<file path="src/rtl/spi_master_gen.sv">
`default_nettype none
// +--------------------------------------------------------------------------+
// | spi_master_gen : synchronous SPI master, CPOL/CPHA, MSB/LSB-first, N-bit |
// | Optional burst CS hold: define SPI_MASTER_GEN_BURST_EN                   |
// | Revision: 1.0                                                            |
// +--------------------------------------------------------------------------+
module spi_master_gen #(
    parameter int SLAVE_COUNT = 8,
    parameter int MAX_WIDTH   = 32,
    parameter int DIV_W       = 8
) (
    input  logic                           clk,
    input  logic                           rst,
    input  logic                           start,
    output logic                           ready,
    output logic                           done,
    input  logic [MAX_WIDTH-1:0]           tx_data,
    output logic [MAX_WIDTH-1:0]           rx_data,
    input  logic [$clog2(MAX_WIDTH)-1:0]   word_len,
    input  logic [$clog2(SLAVE_COUNT)-1:0] chip_addrs,
    input  logic [DIV_W-1:0]               clk_div,
    input  logic                           CPOL,
    input  logic                           CPHA,
    input  logic                           lsb_first,
    input  logic                           default_val,
`ifdef SPI_MASTER_GEN_BURST_EN
    input  logic                           hold_cs,
`endif
    output logic                           MOSI,
    input  logic                           MISO,
    output logic                           SPI_SCLK,
    output logic [SLAVE_COUNT-1:0]         CS
);

    localparam int LW = $clog2(MAX_WIDTH);
    localparam int AW = $clog2(SLAVE_COUNT);
    localparam int EW = $clog2(2*MAX_WIDTH + 1);

    typedef enum logic [2:0] {
        IDLE       = 3'd0,
        SETUP      = 3'd1,
        SHIFT      = 3'd2,
        HOLD       = 3'd3,
        GAP        = 3'd4,
        BURST_WAIT = 3'd5
    } state_t;

    state_t                 state_q, state_d;
    logic [DIV_W-1:0]       cnt_q, cnt_d, div_q, div_d;
    logic [EW-1:0]          edge_q, edge_d;
    logic [LW-1:0]          wl_q, wl_d, idx_q, idx_d;
    logic [MAX_WIDTH-1:0]   tx_q, tx_d, rx_sh_q, rx_sh_d, rx_data_q, rx_data_d;
    logic [SLAVE_COUNT-1:0] cs_q, cs_d;
    logic                   sclk_q, sclk_d, mosi_q, mosi_d;
    logic                   cpha_q, cpha_d, lsb_q, lsb_d, dflt_q, dflt_d;
    logic                   done_q, done_d;

    logic                   w_tick, w_accept, w_odd, w_hold;
    logic [EW-1:0]          w_edge, w_last_edge;
    logic [LW-1:0]          w_next_idx, w_first_idx;
    logic [SLAVE_COUNT-1:0] w_cs_sel;

`ifdef SPI_MASTER_GEN_BURST_EN
    logic hold_q, hold_d;
    assign w_hold = hold_q;
`else
    assign w_hold = 1'b0;
`endif

    generate
        for (genvar g = 0; g < SLAVE_COUNT; g++) begin : g_cs_dec
            assign w_cs_sel[g] = (chip_addrs == AW'(g));
        end
    endgenerate

    assign ready       = (state_q == IDLE) || (state_q == BURST_WAIT);
    assign w_accept    = start & ready;
    assign w_tick      = (cnt_q == '0);
    assign w_edge      = edge_q + 1'b1;
    assign w_odd       = w_edge[0];
    assign w_last_edge = EW'({wl_q, 1'b0}) + EW'(2);
    assign w_next_idx  = lsb_q ? (idx_q + 1'b1) : (idx_q - 1'b1);
    assign w_first_idx = lsb_first ? '0 : word_len;

    // Outside a word the line levels follow the live CPOL/default_val inputs
    assign SPI_SCLK = (state_q == IDLE) ? CPOL : sclk_q;
    assign MOSI     = (state_q == IDLE) ? default_val : mosi_q;
    assign CS       = cs_q;
    assign done     = done_q;
    assign rx_data  = rx_data_q;

    always_comb begin
        state_d   = state_q;
        cnt_d     = cnt_q;
        div_d     = div_q;
        edge_d    = edge_q;
        wl_d      = wl_q;
        idx_d     = idx_q;
        tx_d      = tx_q;
        rx_sh_d   = rx_sh_q;
        rx_data_d = rx_data_q;
        cs_d      = cs_q;
        sclk_d    = sclk_q;
        mosi_d    = mosi_q;
        cpha_d    = cpha_q;
        lsb_d     = lsb_q;
        dflt_d    = dflt_q;
        done_d    = 1'b0;
`ifdef SPI_MASTER_GEN_BURST_EN
        hold_d    = hold_q;
`endif
        if (w_accept) begin
            tx_d    = tx_data;
            wl_d    = word_len;
            div_d   = clk_div;
            cnt_d   = clk_div;
            cpha_d  = CPHA;
            lsb_d   = lsb_first;
            dflt_d  = default_val;
            idx_d   = w_first_idx;
            edge_d  = '0;
            rx_sh_d = '0;
            sclk_d  = CPOL;
            mosi_d  = CPHA ? default_val : tx_data[w_first_idx];
`ifdef SPI_MASTER_GEN_BURST_EN
            hold_d  = hold_cs;
`endif
            // A burst continuation keeps the already-asserted CS and skips SETUP
            if (state_q == IDLE) begin
                cs_d    = ~w_cs_sel;
                state_d = SETUP;
            end else begin
                state_d = SHIFT;
            end
        end else begin
            case (state_q)
                SETUP, SHIFT: begin
                    if (w_tick) begin
                        cnt_d   = div_q;
                        edge_d  = w_edge;
                        sclk_d  = ~sclk_q;
                        state_d = SHIFT;
                        // Sample edges: odd for CPHA=0, even for CPHA=1
                        if (w_odd ^ cpha_q) begin
                            rx_sh_d[idx_q] = MISO;
                        end else if (w_edge != w_last_edge) begin
                            if (cpha_q && (w_edge == EW'(1))) begin
                                mosi_d = tx_q[idx_q];
                            end else begin
                                idx_d  = w_next_idx;
                                mosi_d = tx_q[w_next_idx];
                            end
                        end
                        if (w_edge == w_last_edge) begin
                            state_d = HOLD;
                            mosi_d  = dflt_q;
                        end
                    end else begin
                        cnt_d = cnt_q - 1'b1;
                    end
                end
                HOLD: begin
                    if (w_tick) begin
                        cnt_d     = div_q;
                        done_d    = 1'b1;
                        rx_data_d = rx_sh_q;
                        if (w_hold) begin
                            state_d = BURST_WAIT;
                        end else begin
                            cs_d    = '1;
                            state_d = GAP;
                        end
                    end else begin
                        cnt_d = cnt_q - 1'b1;
                    end
                end
                GAP: begin
                    if (w_tick) begin
                        state_d = IDLE;
                    end else begin
                        cnt_d = cnt_q - 1'b1;
                    end
                end
                default: ;
            endcase
        end
    end

    always_ff @(posedge clk or posedge rst) begin
        if (rst) begin
            state_q   <= IDLE;
            cnt_q     <= '0;
            div_q     <= '0;
            edge_q    <= '0;
            wl_q      <= '0;
            idx_q     <= '0;
            tx_q      <= '0;
            rx_sh_q   <= '0;
            rx_data_q <= '0;
            cs_q      <= '1;
            sclk_q    <= 1'b0;
            mosi_q    <= 1'b0;
            cpha_q    <= 1'b0;
            lsb_q     <= 1'b0;
            dflt_q    <= 1'b0;
            done_q    <= 1'b0;
`ifdef SPI_MASTER_GEN_BURST_EN
            hold_q    <= 1'b0;
`endif
        end else begin
            state_q   <= state_d;
            cnt_q     <= cnt_d;
            div_q     <= div_d;
            edge_q    <= edge_d;
            wl_q      <= wl_d;
            idx_q     <= idx_d;
            tx_q      <= tx_d;
            rx_sh_q   <= rx_sh_d;
            rx_data_q <= rx_data_d;
            cs_q      <= cs_d;
            sclk_q    <= sclk_d;
            mosi_q    <= mosi_d;
            cpha_q    <= cpha_d;
            lsb_q     <= lsb_d;
            dflt_q    <= dflt_d;
            done_q    <= done_d;
`ifdef SPI_MASTER_GEN_BURST_EN
            hold_q    <= hold_d;
`endif
        end
    end

endmodule
`default_nettype wire

</file>
<file path="config.mk">
export PLATFORM = sky130hd
export DESIGN_NAME = spi_master_gen
export DESIGN_NICKNAME = d
export VERILOG_FILES = /design/src/rtl/spi_master_gen.sv
export SDC_FILE = /design/constraint.sdc
export NUM_CORES = 1
export LEC_CHECK = 0
export ABC_CLOCK_PERIOD_IN_PS = 5800
export BUFFER_PORTS_ARGS = -buffer_cell sky130_fd_sc_hd__buf_2
export CORE_MARGIN = 2
export CORE_UTILIZATION = 40
export CTS_CLUSTER_DIAMETER = 200
export CTS_CLUSTER_SIZE = 28
export DETAILED_ROUTE_END_ITERATION = 10
export GPL_TIMING_DRIVEN = 0
export PLACE_DENSITY = 0.7
export SYNTH_ARGS = -nofsm -noshare
export SYNTH_HDL_FRONTEND = slang
export SYNTH_SLANG_ARGS = --single-unit
</file>
<file path="constraint.sdc">
create_clock -name clk -period 5.8 [get_ports clk]
set_input_delay 0.58 -clock clk [delete_from_list [all_inputs] [get_ports clk]]
set_output_delay 0.58 -clock clk [all_outputs]
set_load 0.01 [all_outputs]
</file>
=== Word level (Yosys, flattened, before mapping) ===
Index checks and enable logic that the tools add are counted.

* $add $sub $neg: 5
* Magnitude comparators: 4
* Equality and inequality tests: 23
* Mux-type cells: 55
* Bitwise operators: 5
* Reduce and logical (&&, ||, !) cells: 24

{| class="wikitable"
|+ Operators with widths
! kind !! number
|-
| 2-to-1 mux 32 bit || 4
|-
| 2-to-1 mux 8 bit || 7
|-
| 2-to-1 mux 5 bit || 8
|-
| bitwise mux 32 bit || 1
|-
| 2-to-1 mux 1 bit || 21
|-
| 2-to-1 mux 7 bit || 3
|-
| equality test 3 bit (second input constant) || 6
|-
| less-than comparator 5 x 6 -> 1 bit (second input constant) || 3
|-
| one-hot mux 8 bit (2 select lines) || 1
|-
| binary-select mux 1 bit (select 5 bit) || 3
|-
| equality test 3 x 2 -> 1 bit (second input constant) || 4
|-
| 2-to-1 mux 3 bit || 4
|-
| inequality test 3 bit (second input constant) || 4
|-
| nonzero test 2 bit || 5
|-
| one-hot mux 3 bit (3 select lines) || 1
|-
| AND reduction 3 bit || 3
|-
| zero test 8 bit || 1
|-
| inverter 8 bit || 1
|-
| AND reduction 4 bit || 2
|-
| subtractor 8 x 1 -> 8 bit (second input constant) || 1
|-
| adder 6 x 2 -> 7 bit (second input constant) || 1
|-
| adder 7 x 1 -> 7 bit (second input constant) || 1
|-
| equality test 7 x 1 -> 1 bit (second input constant) || 1
|-
| equality test 7 bit || 1
|-
| other kinds (22) || 29
|}

* Bits in registers: 146
* Input port bits: 56
* Output and inout port bits: 44
* Logic and storage cells: 132

=== Depth between registers and ports, before layout ===
Gate-level depths: netlist of run 1.

* Word-level depth: 11
* Depth in mapped cells: 12
* Mapped depth without buffers: 9

=== Least setup slack after synthesis of run 1 ===
No wires, ideal clock.

* Path type: reg-to-reg
* From: register idx_q[1]
* To: register mosi_q
* Setup time: 0.147 ns
* Data arrival time: 3.515 ns
* Data required time: 5.653 ns
* Slack: 2.138 ns
* Cell stages (with the launch flop): 12
* Buffers on the path: 3
* Clock period less this slack: 3.662 ns
* Cells stage by stage: dfrtp_1 > clkbuf_1 > buf_1 > inv_1 > fa_1 > xnor2_1 > buf_6 > mux4_1 > mux4_2 > and2_4 > o311ai_4 > a22oi_2

* Cells in the longest elaborated chain, start to end: 11
* Elaborated cells on any way between the ends: 14
* Those cells by class: add/sub (2); mux (12)

{| class="wikitable"
|+ RTL lines
! item !! line !! source
|-
| start: declaration || 51 || <nowiki>logic [LW-1:0] wl_q, wl_d, idx_q, idx_d;</nowiki>
|-
| start signal: assignment || 216 || <nowiki>idx_q <= idx_d;</nowiki>
|-
| subtractor 5 x 1 -> 5 bit or adder 5 x 1 -> 5 bit (tied branches) || 82 || <nowiki>assign w_next_idx = lsb_q ? (idx_q + 1'b1) : (idx_q - 1'b1);</nowiki>
|-
| 2-to-1 mux 5 bit || 82 ||
|-
| binary-select mux 1 bit (select 5 bit) || 151 || <nowiki>mosi_d = tx_q[w_next_idx];</nowiki>
|-
| 2-to-1 mux 1 bit (not written as such) || 151 ||
|-
| 2-to-1 mux 1 bit * || 147 || <nowiki>if (cpha_q && (w_edge == EW'(1))) begin</nowiki>
|-
| 2-to-1 mux 1 bit * || 146 || <nowiki>end else if (w_edge != w_last_edge) begin</nowiki>
|-
| 2-to-1 mux 1 bit * || 144 || <nowiki>if (w_odd ^ cpha_q) begin</nowiki>
|-
| 2-to-1 mux 1 bit * || 154 || <nowiki>if (w_edge == w_last_edge) begin</nowiki>
|-
| 2-to-1 mux 1 bit * || 138 || <nowiki>if (w_tick) begin</nowiki>
|-
| 2-to-1 mux 1 bit * || 136 || <nowiki>case (state_q)</nowiki>
|-
| 2-to-1 mux 1 bit * || 112 || <nowiki>if (w_accept) begin</nowiki>
|-
| end signal: assignment || 222 || <nowiki>mosi_q <= mosi_d;</nowiki>
|-
| end: declaration || 54 || <nowiki>logic sclk_q, sclk_d, mosi_q, mosi_d;</nowiki>
|}

Mark *: on every way between the ends. The rest lies on a longest branch, timed or not. The select of a mux whose other input is x is not followed.
A chain may end at the register's enable or synchronous reset.

=== Worst setup path after layout of run 1 ===
* From: register idx_q[0]
* To: register mosi_q

The elaborated chain is that of the path after synthesis.

==> run metrics, run 1 <==
Max Freq around 230 MHz; Avg WL per Cell ~17 µm; final worst slack 1400 ps; Post-synth top cells 176 x nand2_1, 138 x dfrtp_1, 93 x o21ai_0; worst skew pair latency 430 ps; Placer Congestion 0.946; Worst Skew 10.0 ps; final setup vio count 0; number of vias per cell 5.54; status finished clean; CORE AREA 0.0193 mm²; Gate Count Post-Synth slightly above 800; leakage 4.33 nW; top-count cell post-synth nand2_1; Routed WL between 20000 and 25000 µm; First-pass DRT Iterations 5; measured slew at the worst slew-check pin between 1000 and 1500 ps; final instance count without filler cells 1223; RSZ-0062 raised after global routing false; post-CTS setup buffers 0; Ys Warns 0; diodes inserted 0; DR DRC count 0; DR vias 6772; Power per Cell Area approximately 260 mW/mm²; Root Driver clkbuf_16; Area contributors post-synth dfrtp_1 44%, nand2_1 8.5%, o21ai_0 6.0%; post-synthesis register bit count 146; max-cap viol count 0; syn avg cell area 9.42 µm²; die area 0.0206 mm²; Setup WS pre-CTS ~1400 ps; initial antenna violation count 0; worst rel slew slack 15.0%; Nets 1009; # fillers 1851; Worst Setup End Kind flop; DP Cell Count about 1200; TritonCTS clock tree yes; post-synthesis sequential area ratio a little under half; clock buffer depth 2; Post-CTS Hold Buffers 0; R2R setup slack 1400 ps; max-slew violations 0; Clock transition at path regs 70 ps; utilization after layout 47.8%; post-synth net total just under 900; H-tree levels 4; count of different cell masters after synthesis 72; crit path time final 4400 ps; crit path DAT about 4700 ps; IO buf count 97; largest area contributor in the netlist dfrtp_1; DRT antenna net count 0; Post-CTS Resized 0; die height roughly 140 µm; area delta synth->final 18.3%; reg2reg path depth 11; initial core utilization 40.5%; All-Layer GR Usage 21.4%; Primary FF master, synth dfrtp_1; share of the synthesized area in the top cell type between 40 and 50%; r2r endpoint mosi_q$_DFFE_PP0P_; number of CTS-inserted buffers 17; Required @ worst endpoint 6080 ps; fin crit share 75.9%; Final Hold Fails 0; Worst R2R Start idx_q[0]$_DFFE_PP0P_; vias in the first global route 6517; mapped cell area 0.00780 mm²; first-pass GRT wire length 34300 µm; largest net degree at the start of global routing 90; placed cell areas 0.00865 mm²; io pins 100; DRT iter0 DRCs 624; Setup CP Type flop to flop; peak supply drop about 0.18 mV; share of cells above drive strength 1 21.9%; startpoint types flop; Worst Path Max Fanout 10; setup TNS 0 ps; worst min path class input port to asynchronous set/reset pin; hpwl dp 15200 µm; GRT Residual Overflow 0; hold_ws 192 ps; Rows 51; Pwr Total 2.35 mW; design area around 0.009 mm²; clock sink count 146; Async SR Flop Fraction 100%; EDFF count, synth 0; Die W 144 µm
==> kinds of logic (layout without fill, tap and decap cells) <==
logic type,after synthesis,count (layout),share of synthesized area (%)
AND/OR/NAND/NOR,312,312,18.2
multiplexers,71,71,11.7
AO/OA/AOI/OAI,208,208,16.2
flip-flops,146,146,47.0
buffers and inverters,67,197,3.50
XOR/XNOR,16,16,1.97
adder cells (fa/ha/maj),8,8,1.38
==> per-layer routing <==
layer  share of wire (%)  routed length [µm]  GRT usage (%)
met2                  46                9550           32.7
met5                   0                   0              0
met1                  46                9660           30.6
met3                 6.8                1440           4.43
met4                 1.7                 349           6.45
==> state kept, by name, indices dropped and copies added, names as in the netlist, 7 cells and up <==
register and flops:
rx_sh_q 32, edge_q 7, tx_q 32, div_q 8
CS 8, rx_data 32, cnt_q 8
==> critical path, cell delays in order (launching register included) <==
cell	delay, ps
dfrtp_1	320
clkbuf_1	350
clkbuf_1	470
clkinv_1	410
fa_1	540
xnor2_1	340
buf_6	230
mux4_1	590
mux4_2	470
and2_4	180
o311ai_4	280
a22oi_2	70
==> how the worst max path moves through the flow <==
stage,start,endpoint,cells past startpoint
finish,idx_q[0]$_DFFE_PP0P_,mosi_q$_DFFE_PP0P_,11
CTS,idx_q[0]$_DFFE_PP0P_,mosi_q$_DFFE_PP0P_,11
floorplan,rst,cnt_q[0]$_DFFE_PP0P_,1
global route,idx_q[0]$_DFFE_PP0P_,mosi_q$_DFFE_PP0P_,11
global placement,rst,div_q[1]$_DFFE_PP0N_,2
detailed placement,idx_q[0]$_DFFE_PP0P_,mosi_q$_DFFE_PP0P_,11
==> power by group <==
| group | leakage, nW | switching (mW) | internal, mW | total (mW) |
|---|---|---|---|---|
| Clock | 0.278 | 0.468 | 0.605 | 1.07 |
| Sequential | 1.89 | 0.0219 | 1.04 | 1.06 |
| Combinational | 2.16 | 0.121 | 0.0945 | 0.215 |
==> layout by cell type (no fill, tap or decap), drive strengths merged, types with 6 or more instances in the layout <==
| master | synthesis | routed |
|---|---|---|
| mux2 | 39 | 39 |
| nor2 | 47 | 47 |
| a21oi | 48 | 48 |
| nand3 | 17 | 17 |
| ha | 7 | 7 |
| nand2 | 176 | 176 |
| nand3b | 7 | 7 |
| xnor2 | 12 | 12 |
| mux4 | 11 | 11 |
| a22oi | 6 | 6 |
| or3 | 9 | 9 |
| o22ai | 6 | 6 |
| dfstp | 8 | 8 |
| o311ai | 6 | 6 |
| inv | 14 | 21 |
| o211ai | 7 | 7 |
| clkbuf | 36 | 54 |
| dfrtp | 138 | 138 |
| nor3b | 11 | 11 |
| nor3 | 12 | 12 |
| o21ai | 93 | 93 |
| buf | 16 | 114 |
| mux2i | 21 | 21 |
==> cell type report <==
class	instances	area [µm²]	area share, %
Multi-Input combinational cell	615	3860	41.9
Sequential cell	146	3660	39.7
Timing Repair Buffer	98	513	5.56
Clock buffer	18	429	4.65
Tap cell	265	332	3.60
Buffer	52	216	2.35
Clock inverter	14	145	1.57
Inverter	15	61.3	0.665
Note: power is estimated with default switching activity, not from simulation.
==> run 2: changes to the inputs <==
- ABC_CLOCK_PERIOD_IN_PS: 5800 -> 4350
- clock period: 5.8 -> 4.35 ns (I/O delays scaled with it)
==> run 2 against run 1 <==
Net effect:
- fmax up 6.6%
- final cell count unchanged
- critical path type unchanged
- largest power group unchanged
- clock-buffer cell count unchanged
- wire length down 0.10%
==> run metrics, run 2 (synthesis gave the netlist of run 1 again) <==
Placer Congestion 0.946; initial antenna violation count 0; Final Hold Fails 0; Worst Skew 9.82 ps; Nets 1009; final setup vio count 0; number of vias per cell between 5 and 6; fin crit share 95.0%; setup TNS 0 ps; post-CTS setup buffers 0; Avg WL per Cell 17.2 µm; diodes inserted 0; Root Driver clkbuf_16; Setup CP Type flop to flop; Rows 51; status finished clean; All-Layer GR Usage 21.4%; crit path DAT 4410 ps; number of CTS-inserted buffers 17; Worst Path Max Fanout 10; leakage 4.34 nW; First-pass DRT Iterations 6; peak supply drop roughly 0.25 mV; crit path time final 4130 ps; first-pass GRT wire length between 30000 and 40000 µm; DRT iter0 DRCs 624; IO buf count 97; Clock transition at path regs 70 ps; most frequent cells in the layout 176 x nand2_1, 138 x dfrtp_1, 108 x buf_2; Power per Cell Area 340 mW/mm²; commonest non-fill, non-tap cell in the layout nand2_1; startpoint types flop; DP Cell Count 1191; die area 0.0206 mm²; worst skew pair latency 430 ps; # fillers 1850; hpwl dp between 15000 and 20000 µm; clock sink count 146; RSZ-0062 raised after global routing false; vias in the first global route around 6500; DRT antenna net count 0; GRT Residual Overflow 0; io pins 100; DR DRC count 0; clock buffer depth 2; max-cap viol count 0; measured slew at the worst slew-check pin 1280 ps; TritonCTS clock tree yes; Die W ~140 µm; DR vias around 6800; H-tree levels 4; Required @ worst endpoint 4630 ps; max-slew violations 0; placed cell areas 0.00865 mm²; Worst Setup End Kind flop; CORE AREA a little under 0.02 mm²; final instance count without filler cells ~1200; Max Freq 242 MHz; largest net degree at the start of global routing 90; initial core utilization 40.5%; Routed WL 21000 µm; worst rel slew slack roughly 14%; area delta synth->final 18.3%; share of cells above drive strength 1 around 22%; design area 0.00922 mm²; worst min path class input port to asynchronous set/reset pin; die height 144 µm
-- run 2: cell types whose count changed in the layout (fill, tap and decap cells not counted), sizes merged --
| cell | before | now |
|---|---|---|
| clkbuf | 54 | 55 |
| buf | 114 | 113 |
-- run 2: layout make-up --
class | count | area (µm²) | area share [%]
multi-input cells | 615 | 3860 | 41.9
flip-flops and latches | 146 | 3660 | 39.7
repair buffers | 98 | 513 | 5.56
clock buffers | 18 | 429 | 4.65
well taps | 265 | 332 | 3.60
plain buffers | 52 | 219 | 2.37
clock inverters | 14 | 145 | 1.57
inverters | 15 | 61.3 | 0.665
-- run 2: metal layers --
metal | up-vias | share of wire [%] | GRT usage, %
met3 | 39 | 6.8 | 4.43
li1 | 3190 | - | -
met4 | 0 | 1.7 | 6.45
met5 | - | 0 | 0
met1 | 3257 | 46 | 30.6
met2 | 283 | 45 | 32.7
-- run 2: what timing repair did --
| item | in CTS | in global routing |
|---|---|---|
| hold buffers | 0 | 0 |
| gates resized for setup | 1 | 1 |
| endpoints found under the setup margin | 1 | 1 |
-- run 2: through the flow --
stage	setup slack, ps	hold WS (ps)	power [mW]	util [%]
after floorplan	5.26	440	1.63	-
after global placement	-1730	453	1.72	44.7
after detailed placement	-51.1	460	1.73	44.9
after CTS	88.2	75.0	3.15	47.9
after global routing	3.10	92.4	3.25	47.9
final	219	46.5	3.14	47.9
-- run 2: worst paths after layout --
kind	startpoint	to	slack [ps]	cells past startpoint
worst max-delay path	idx_q[0]$_DFFE_PP0P_	mosi_q$_DFFE_PP0P_	220	11
worst min register to register	div_q[1]$_DFFE_PP0N_	div_q[1]$_DFFE_PP0N_	470	2
max in group asynchronous	rst	mosi_q$_DFFE_PP0P_	3460	3
worst min-delay path	rst	done$_DFF_PP0_	50	2
worst max register to register	idx_q[0]$_DFFE_PP0P_	mosi_q$_DFFE_PP0P_	220	11
min in group clk	tx_data[26]	tx_q[26]$_DFFE_PP0N_	220	3
-- run 2: where the power goes --
part,switching [mW],internal (mW)
Sequential,0.0293,1.39
Combinational,0.161,0.126
Clock,0.625,0.806
Total,0.815,2.32
-- run 2: worst max-delay path, stage by stage (launching register included) --
cell	delay (ps)
dfrtp_1	320
clkbuf_1	350
clkbuf_2	340
clkinv_1	310
fa_1	530
xnor2_1	340
buf_6	240
mux4_1	590
mux4_2	470
and2_4	180
o311ai_4	280
a22oi_2	70
==> run 3: changes to the inputs <==
- ABC_AREA: not set -> 1
- BUFFER_PORTS_ARGS: -buffer_cell sky130_fd_sc_hd__buf_2 -> not set
- DONT_BUFFER_PORTS: not set -> 1
- GPL_ROUTABILITY_DRIVEN: not set -> 0
- PLACE_DENSITY: 0.7 -> 0.65
==> run 3 against run 2 <==
Net effect:
- worst hold slack improved by 68 ps
- register-to-register slack improved by 940 ps
- area after synthesis increased by 3.9%
- fmax increased by 30%
- non-clock buffer count decreased by 98
- synthesized cell count increased by 34%
- combinational power decreased by 72%
- die area increased by 3.8%
- power decreased by 7.6%
- sequential cell count unchanged
- critical path type unchanged
- largest cell class unchanged
==> run metrics, run 3 <==
Required @ worst endpoint 4720 ps; clock buffer depth 2; crit path time final 3190 ps; DRT iter0 DRCs 636; worst skew pair latency roughly 440 ps; worst min path class input port to flop; post-synth net total 1173; measured slew at the worst slew-check pin around 690 ps; largest net degree at the start of global routing 75; top-count cell post-synth nand2_1; # fillers approximately 2100; Post-synth top cells 427 x nand2_1, 138 x dfrtp_1, 109 x inv_1; area delta synth->final 11.9%; status finished clean; Ys Warns 0; H-tree levels 4; Gate Count Post-Synth ~1100; number of vias per cell slightly above 5; count of different cell masters after synthesis 43; Post-CTS Resized 0; commonest non-fill, non-tap cell in the layout nand2_1; post-CTS setup buffers 0; final instance count without filler cells 1413; DRT antenna net count 0; Final Hold Fails 0; Root Driver clkbuf_16; Rows 52; end of the critical path mosi_q$_DFFE_PP0P_; vias in the first global route 6912; final worst slack 1160 ps; first-pass GRT wire length around 36000 µm; largest area contributor in the netlist dfrtp_1; die height 146 µm; io pins 100; number of CTS-inserted buffers 17; Worst Path Max Fanout 10; clock sink count about 150; reg2reg path depth 15; r2r endpoint mosi_q$_DFFE_PP0P_; Primary FF master, synth dfrtp_1; Routed WL 22100 µm; Setup CP Type flop to flop; EDFF count, synth 0; max-slew violations 0; Area contributors post-synth dfrtp_1 43%, nand2_1 20%, o21ai_0 5.9%; R2R setup slack 1160 ps; TritonCTS clock tree yes; CORE AREA 0.0200 mm²; final setup vio count 0; Power per Cell Area 320 mW/mm²; Worst Skew 13.0 ps; mapped cell area 0.00810 mm²; Nets 1194; initial core utilization 40.4%; post-synthesis sequential area ratio 45.2%; initial antenna violation count 0; DR vias 7300; Max Freq between 300 and 400 MHz; Worst Setup End Kind flop; IO buf count 0; Worst R2R Start idx_q[0]$_DFFE_PP0P_; fin crit share ~73%; crit path DAT 3560 ps; most frequent cells in the layout 427 x nand2_1, 138 x dfrtp_1, 108 x inv_1; post-synthesis register bit count 146; hpwl dp 15900 µm; DR DRC count 0; Clock transition at path regs 60 ps; die area 0.0214 mm²; peak supply drop 0.293 mV; All-Layer GR Usage 21.2%; First-pass DRT Iterations 7; Die W 146 µm; Async SR Flop Fraction 100%; share of cells above drive strength 1 8.14%; Post-CTS Hold Buffers 1; RSZ-0062 raised after global routing false; diodes inserted 0; syn avg cell area 7.30 µm²; Worst Setup SP idx_q[0]$_DFFE_PP0P_; worst rel slew slack 53.7%; max-cap viol count 0; leakage 4.44 nW; share of the synthesized area in the top cell type a little over two fifths; Setup WS pre-CTS 1240 ps; startpoint types flop; GRT Residual Overflow 0; DP Cell Count 1380; Avg WL per Cell 15.6 µm
[run 3: changes by cell type after synthesis, moves of 21 or more]
cell / delta
inv_1: +95
a21oi_1: -30
nand3_1: +71
nand2_1: +251
mux2i_1: -21
mux2_2: -39
o31ai_1: +29
[run 3: worst min-delay path by stage]
| stage | to | cells after the start | from | slack, ps |
|---|---|---|---|---|
| final | tx_q[9]$_DFFE_PP0N_ | 2 | tx_data[9] | 110 |
| after global routing | tx_q[17]$_DFFE_PP0N_ | 2 | tx_data[17] | 100 |
| after CTS | tx_q[9]$_DFFE_PP0N_ | 2 | tx_data[9] | 100 |
| after detailed placement | rx_data[14]$_DFFE_PP0P_ | 1 | rst | 450 |
| after global placement | div_q[0]$_DFFE_PP0N_ | 2 | div_q[0]$_DFFE_PP0N_ | 460 |
| after floorplan | div_q[1]$_DFFE_PP0N_ | 2 | div_q[1]$_DFFE_PP0N_ | 440 |
[run 3: worst max-delay path, cell delays in order (launching register included)]
cell and delay, ps:
dfrtp_1 320, buf_2 180, inv_1 90, clkbuf_1 270
fa_1 600, clkbuf_1 340, clkinv_1 420, nand3_1 220
nand3_1 100, nand3_1 120, nand3_1 80, nand3_1 100
nand3_1 90, nand2_1 80, nand3_1 60, nand2_1 60
[run 3: metrics by stage]
| step | setup TNS [ps] | hold WS (ps) | utilization (%) | power (mW) | instance area, µm² |
|---|---|---|---|---|---|
| after floorplan | 0 | 444 | - | 1.44 | 8100 |
| after global placement | -247790 | 461 | 42.1 | 1.46 | 8440 |
| after detailed placement | 0 | 454 | 42.3 | 1.47 | 8470 |
| after CTS | 0 | 98.3 | 45.2 | 2.93 | 9060 |
| after global routing | 0 | 105 | 45.2 | 2.99 | 9060 |
| final | 0 | 115 | 45.2 | 2.90 | 9060 |
[run 3: kinds of logic after synthesis]
group                      count (synthesis)  synth area share, %
xor gates and xnor gates                   5                0.541
adders and majority gates                  8                 1.33
and+or+nand+nor                          592                 30.5
buffers and inverters                    171                 8.78
AOI/OAI and AO/OA                        187                 13.6
DFF                                      146                 45.2
[run 3: layout make-up]
cell class                 count  area [µm²]  area share, %
buffer                        50         254           2.80
clock buffer                  20         457           5.04
clock inverter                12         123           1.35
inverter                     121         462           5.10
multi-input combinational    792        3720           41.1
sequential                   146        3660           40.4
tap                          270         338           3.73
timing repair buffer           2        37.5          0.414
[run 3: routing by layer]
| layer | wire, µm | vias to the layer above | global-route usage (%) |
|---|---|---|---|
| met3 | 1330 | 36 | 5.59 |
| met2 | 9950 | 232 | 32.8 |
| met1 | 10400 | 3403 | 29.6 |
| li1 | - | 3629 | - |
| met5 | 0 | - | 0 |
| met4 | 364 | 0 | 5.83 |
[run 3: report_power, final]
part	internal, mW	switching, mW	total [mW]
clock network	0.830	0.630	1.46
logic	0.0185	0.0625	0.0810
registers	1.36	0.000333	1.36
